**src/rtl/hazard_ctrl.sv**
```systemverilog
// Pipeline hazard controller: load-use stalls, branch redirects and I-fetch wait
// sequencing for the 5-stage core, plus stall statistics and a sticky fetch-timeout flag.
module hazard_ctrl #(
  parameter int TIMEOUT = 256,
  parameter int CNT_W   = 16
) (
  input  logic             clk,
  input  logic             reset,
  input  logic [4:0]       idRs,
  input  logic [4:0]       idRt,
  input  logic             idUsesRt,
  input  logic             exMemRead,
  input  logic [4:0]       exRt,
  input  logic             branchTaken,
  input  logic             imemReady,
  output logic             pcStall,
  output logic             ifIdStall,
  output logic             ifIdFlush,
  output logic             idExBubble,
  output logic [CNT_W-1:0] stallCount,
  output logic             imemTimeout,
  output logic [1:0]       dbg_state_o
);

  localparam int MW = $clog2(TIMEOUT + 1);

  typedef enum logic [1:0] {
    RUN   = 2'd0,
    LU    = 2'd1,
    IMISS = 2'd2
  } state_e;

  state_e           state_q, state_d;
  logic [MW-1:0]    miss_q, miss_d;
  logic [CNT_W-1:0] cnt_q, cnt_d;
  logic             timeout_q, timeout_d;
  logic             load_use;

  assign load_use = exMemRead && (exRt != 5'd0) &&
                    ((exRt == idRs) || (idUsesRt && (exRt == idRt)));

  always_comb begin
    pcStall    = 1'b0;
    ifIdStall  = 1'b0;
    ifIdFlush  = 1'b0;
    idExBubble = 1'b0;
    state_d    = state_q;
    miss_d     = miss_q;
    if (!reset) begin
      case (state_q)
        RUN, LU: begin
          // LU lasts one cycle: the load has moved to MEM, so its hazard is masked.
          if (load_use && (state_q == RUN)) begin
            pcStall    = 1'b1;
            ifIdStall  = 1'b1;
            idExBubble = 1'b1;
            state_d    = LU;
          end else if (branchTaken) begin
            ifIdFlush = 1'b1;
            state_d   = RUN;
          end else if (!imemReady) begin
            pcStall   = 1'b1;
            ifIdFlush = 1'b1;
            state_d   = IMISS;
            miss_d    = MW'(1);
          end else begin
            state_d = RUN;
          end
        end
        IMISS: begin
          if (!imemReady) begin
            pcStall   = 1'b1;
            ifIdFlush = 1'b1;
            if (miss_q != MW'(TIMEOUT)) miss_d = miss_q + MW'(1);
          end else begin
            state_d = RUN;
          end
        end
        default: state_d = RUN;
      endcase
    end
  end

  // The entry cycle of a miss counts as its first cycle.
  assign timeout_d = timeout_q || ((state_d == IMISS) && (miss_d == MW'(TIMEOUT)));
  assign cnt_d     = (pcStall && (cnt_q != {CNT_W{1'b1}})) ? cnt_q + CNT_W'(1) : cnt_q;

  always_ff @(posedge clk) begin
    if (reset) begin
      state_q   <= RUN;
      miss_q    <= '0;
      cnt_q     <= '0;
      timeout_q <= 1'b0;
    end else begin
      state_q   <= state_d;
      miss_q    <= miss_d;
      cnt_q     <= cnt_d;
      timeout_q <= timeout_d;
    end
  end

  assign stallCount  = cnt_q;
  assign imemTimeout = timeout_q;
  assign dbg_state_o = state_q;

endmodule

```
**config.mk**
```make
export PLATFORM = sky130hd
export DESIGN_NAME = hazard_ctrl
export DESIGN_NICKNAME = d
export VERILOG_FILES = /design/src/rtl/hazard_ctrl.sv
export SDC_FILE = /design/constraint.sdc
export NUM_CORES = 1
export LEC_CHECK = 0
export BUFFER_PORTS_ARGS = -buffer_cell sky130_fd_sc_hd__buf_2
export CAP_MARGIN = 20
export CORE_ASPECT_RATIO = 1.2
export CORE_MARGIN = 4
export CORE_UTILIZATION = 53
export CTS_CLUSTER_DIAMETER = 200
export DETAILED_ROUTE_END_ITERATION = 10
export PLACE_DENSITY = 0.8
export SLEW_MARGIN = 20
export SYNTH_ARGS = -nofsm -noshare
export SYNTH_HDL_FRONTEND = slang
export SYNTH_SLANG_ARGS = --single-unit
```
**constraint.sdc**
```tcl
create_clock -name clk -period 2.9 [get_ports clk]
set_input_delay 0.58 -clock clk [delete_from_list [all_inputs] [get_ports clk]]
set_output_delay 0.58 -clock clk [all_outputs]
set_load 0.02 [all_outputs]
```
==> results.sh <==
export IMPL_status="complete, no violations"
export IMPL_avgRoutedWirePerCell_um=14.2
export IMPL_synth_edf_count=0
export IMPL_clock_sinks=28
export IMPL_synth_simple_area_share=0.280
export IMPL_powerDensity_nw_per_um2=371
export IMPL_ctsHoldBuffers=0
export IMPL_grt_busiest_layer="met2"
export IMPL_fp_row_count=22
export IMPL_initial_core_util=0.565
export IMPL_grtUsageMet1=0.263
export IMPL_place_detailed_hpwl_um=3340
export IMPL_final_layout_size_suffix_gt1_frac=0.215
export IMPL_chipHeight_um=71.1
export IMPL_maxCapViolCount=0
export IMPL_synth_top_area_frac=0.319
export IMPL_layout_setup_ws_ns=0.160
export IMPL_coreArea_sq_um=3110
export IMPL_ys_top_cells_by_count="28 x dfxtp_1, 25 x nor2_1, 22 x a21oi_1, 16 x nand2_1, 13 x nand3_1"
export IMPL_synth_main_ff_cell="dfxtp_1"
export IMPL_dpl_cell_area_sq_um=2000
export IMPL_cts_buffer_depth=2
export IMPL_endpoint_kind="output port"
export IMPL_critical_path_startpoint_type="input port"
export IMPL_synth_top_family_by_area="simple AND/OR/NAND/NOR gates"
export IMPL_use_met2=0.372
export IMPL_clk_latency_ns=0.34
export IMPL_finalSetupViolCount=0
export IMPL_tns_ns=0
export IMPL_hold_path_endpoint="imemTimeout$_SDFF_PP0_"
export IMPL_cp_max_fo=7
export IMPL_timing_rr_end="stallCount[9]$_SDFFE_PP0P_"
export IMPL_yosysWarnings=0
export IMPL_synth_area_sq_um=1760
export IMPL_clk_pin_slew_ns=0.15
export IMPL_grt_pass1_wl_um=7440
export IMPL_first_pass_iters=4
export IMPL_syn_nets=255
export IMPL_power_leakage_uw=0.000814
export IMPL_grt_antenna_before_repair=0
export IMPL_vdd_drop_max_mv=0.332
export IMPL_grt_pass1_vias=1719
export IMPL_synth_seq_cells=28
export IMPL_syn2layout_area_growth_pct=16.9
export IMPL_tightest_slew_ns=0.637
export IMPL_reg2reg_depth=8
export IMPL_fin_nets=295
export IMPL_synthCells=231
export IMPL_drc=0
export IMPL_whs_path_depth=2
export IMPL_cp_required_ns=2.32
export IMPL_fin_worst_skew_ns=0.00399
export IMPL_vias_per_cell=5.96
export IMPL_rrSetupSlack_ns=0.59
export IMPL_routabilityCongestion=0.925
export IMPL_antenna_cells=0
export IMPL_min_path_type="reg2reg"
export IMPL_r2r_start="dbg_state_o[1]$_SDFF_PP0_"
export IMPL_yosysTopAreaCell="dfxtp_1"
export IMPL_grtUsageMet3=0.0292
export IMPL_ys_seq_area_frac=0.319
export IMPL_die_w_um=60.6
export IMPL_hold_viol_final=0
export IMPL_max_slew_margin_rel=0.571
export IMPL_grt_total_usage=0.215
export IMPL_post_cts_buffers=0
export IMPL_wl_um=4340
export IMPL_synthTopCellsByArea="dfxtp_1 32%, a21oi_1 6.3%, xor2_1 5.5%, nor2_1 5.3%, o31ai_1 5.1%"
export IMPL_cts_buffers=3
export IMPL_final_area_sq_um=2060
export IMPL_critPathKind="in2out"
export IMPL_ys_async_sr_fraction=0
export IMPL_antenna_left=0
export IMPL_holdCritStartpoint="imemTimeout$_SDFF_PP0_"
export IMPL_synth_area_mux_share=0.0228
export IMPL_synth_cell_types=41
export IMPL_num_fill_cells=287
export IMPL_post_route_period_util=0.945
export IMPL_drt_iter0_drc=91
export IMPL_max_freq_ghz=0.365
export IMPL_vias=1824
export IMPL_dieArea_sq_um=4310
export IMPL_htreeDepth=1
export IMPL_synth_most_common_cell="dfxtp_1"
export IMPL_synth_fa_ha_area_frac=0.0214
export IMPL_slew_viol_final=0
export IMPL_globalRouteOverflowTotal=0
export IMPL_synth_xor_area_share=0.0598
export IMPL_io_pins=44
export IMPL_fin_crit_ns=2.74
export IMPL_portBuffers=43
export IMPL_dp_slack_ns=0.154
export IMPL_syn_area_per_cell_sq_um=7.61
export IMPL_root_buffer="clkbuf_4"
export IMPL_rsz0062_at_grt="no"
export IMPL_grt_max_degree=24
export IMPL_worstPathArrival_ns=2.16
export IMPL_cts_tree="done"
export IMPL_p_total_uw=763
export IMPL_synth_compound_area_frac=0.241
export IMPL_cts_resized=0
-- report_power, final --
group          switching, uW  internal (uW)
clock                    120            140
sequential              9.18            389
combinational           63.3           42.2
total                    192            571
-- placed cells by master, fill, tap and decap left out, types with 2 or more instances in the layout --
master,n
buf_2,43
dfxtp_1,28
nor2_1,25
a21oi_1,22
nand2_1,16
nand3_1,13
o31ai_1,12
inv_1,11
xor2_1,11
or4_1,11
o21ai_0,8
nor3_1,5
nand4_1,5
a31oi_1,5
buf_4,5
mux2i_1,4
o211ai_1,4
and3_1,3
o21a_1,3
and2_1,3
a211oi_1,3
or3_1,3
ha_1,3
clkbuf_4,3
or2_2,2
o22ai_1,2
-- how the worst max path moves through the flow --
stage	start	endpoint	slack, ns	depth (start not counted)
2_1_floorplan	exRt[3]	ifIdStall	0.16	7
3_3_place_gp	exRt[3]	ifIdFlush	0.17	8
3_5_place_dp	exRt[3]	ifIdFlush	0.15	8
4_1_cts	exRt[3]	ifIdFlush	0.15	8
5_1_grt	exRt[3]	ifIdFlush	0.04	8
6_report	exRt[3]	ifIdFlush	0.16	8
-- worst max-delay path: stages --
cell and delay (ns):
buf_2 0.12, xor2_1 0.16, nor4_2 0.26, a32oi_1 0.15, or2_2 0.39, and3_1 0.20, o21a_1 0.15, buf_2 0.15
-- metal layers --
metal	share of wire	routed length [um]
met1	0.40	1750
met2	0.53	2320
met3	0.042	183
met4	0.020	89
met5	0	0
-- cell type report --
cell class,count,area (sq um),share of cell area
timing repair buffer,48,253,0.123
inverter,11,41.3,0.0201
multi-input combinational,179,1100,0.537
clock buffer,3,22.5,0.0110
clock inverter,1,30.0,0.0146
sequential,28,561,0.273
tap,36,45.0,0.0219
-- cells by family after synthesis --
| logic type | Yosys count |
|---|---|
| DFF | 28 |
| AOI/OAI and AO/OA | 66 |
| and+or+nand+nor | 94 |
| adders and majority gates | 3 |
| buffers and inverters | 24 |
| xor gates and xnor gates | 12 |
| muxes | 4 |
-- metrics by stage --
stage | util | instances | hold slack [ns]
2_1_floorplan | - | 231 | 0.492
3_3_place_gp | 0.644 | 302 | 0.451
3_5_place_dp | 0.644 | 302 | 0.453
4_1_cts | 0.661 | 306 | 0.481
5_1_grt | 0.661 | 306 | 0.519
6_report | 0.661 | 306 | 0.478
-- flip-flops by register name, summed over array words and instances, names as in the netlist --
name,flops
miss_q,9
dbg_state_o,2
stallCount,16
imemTimeout,1
(Power assumes the default switching activity.)
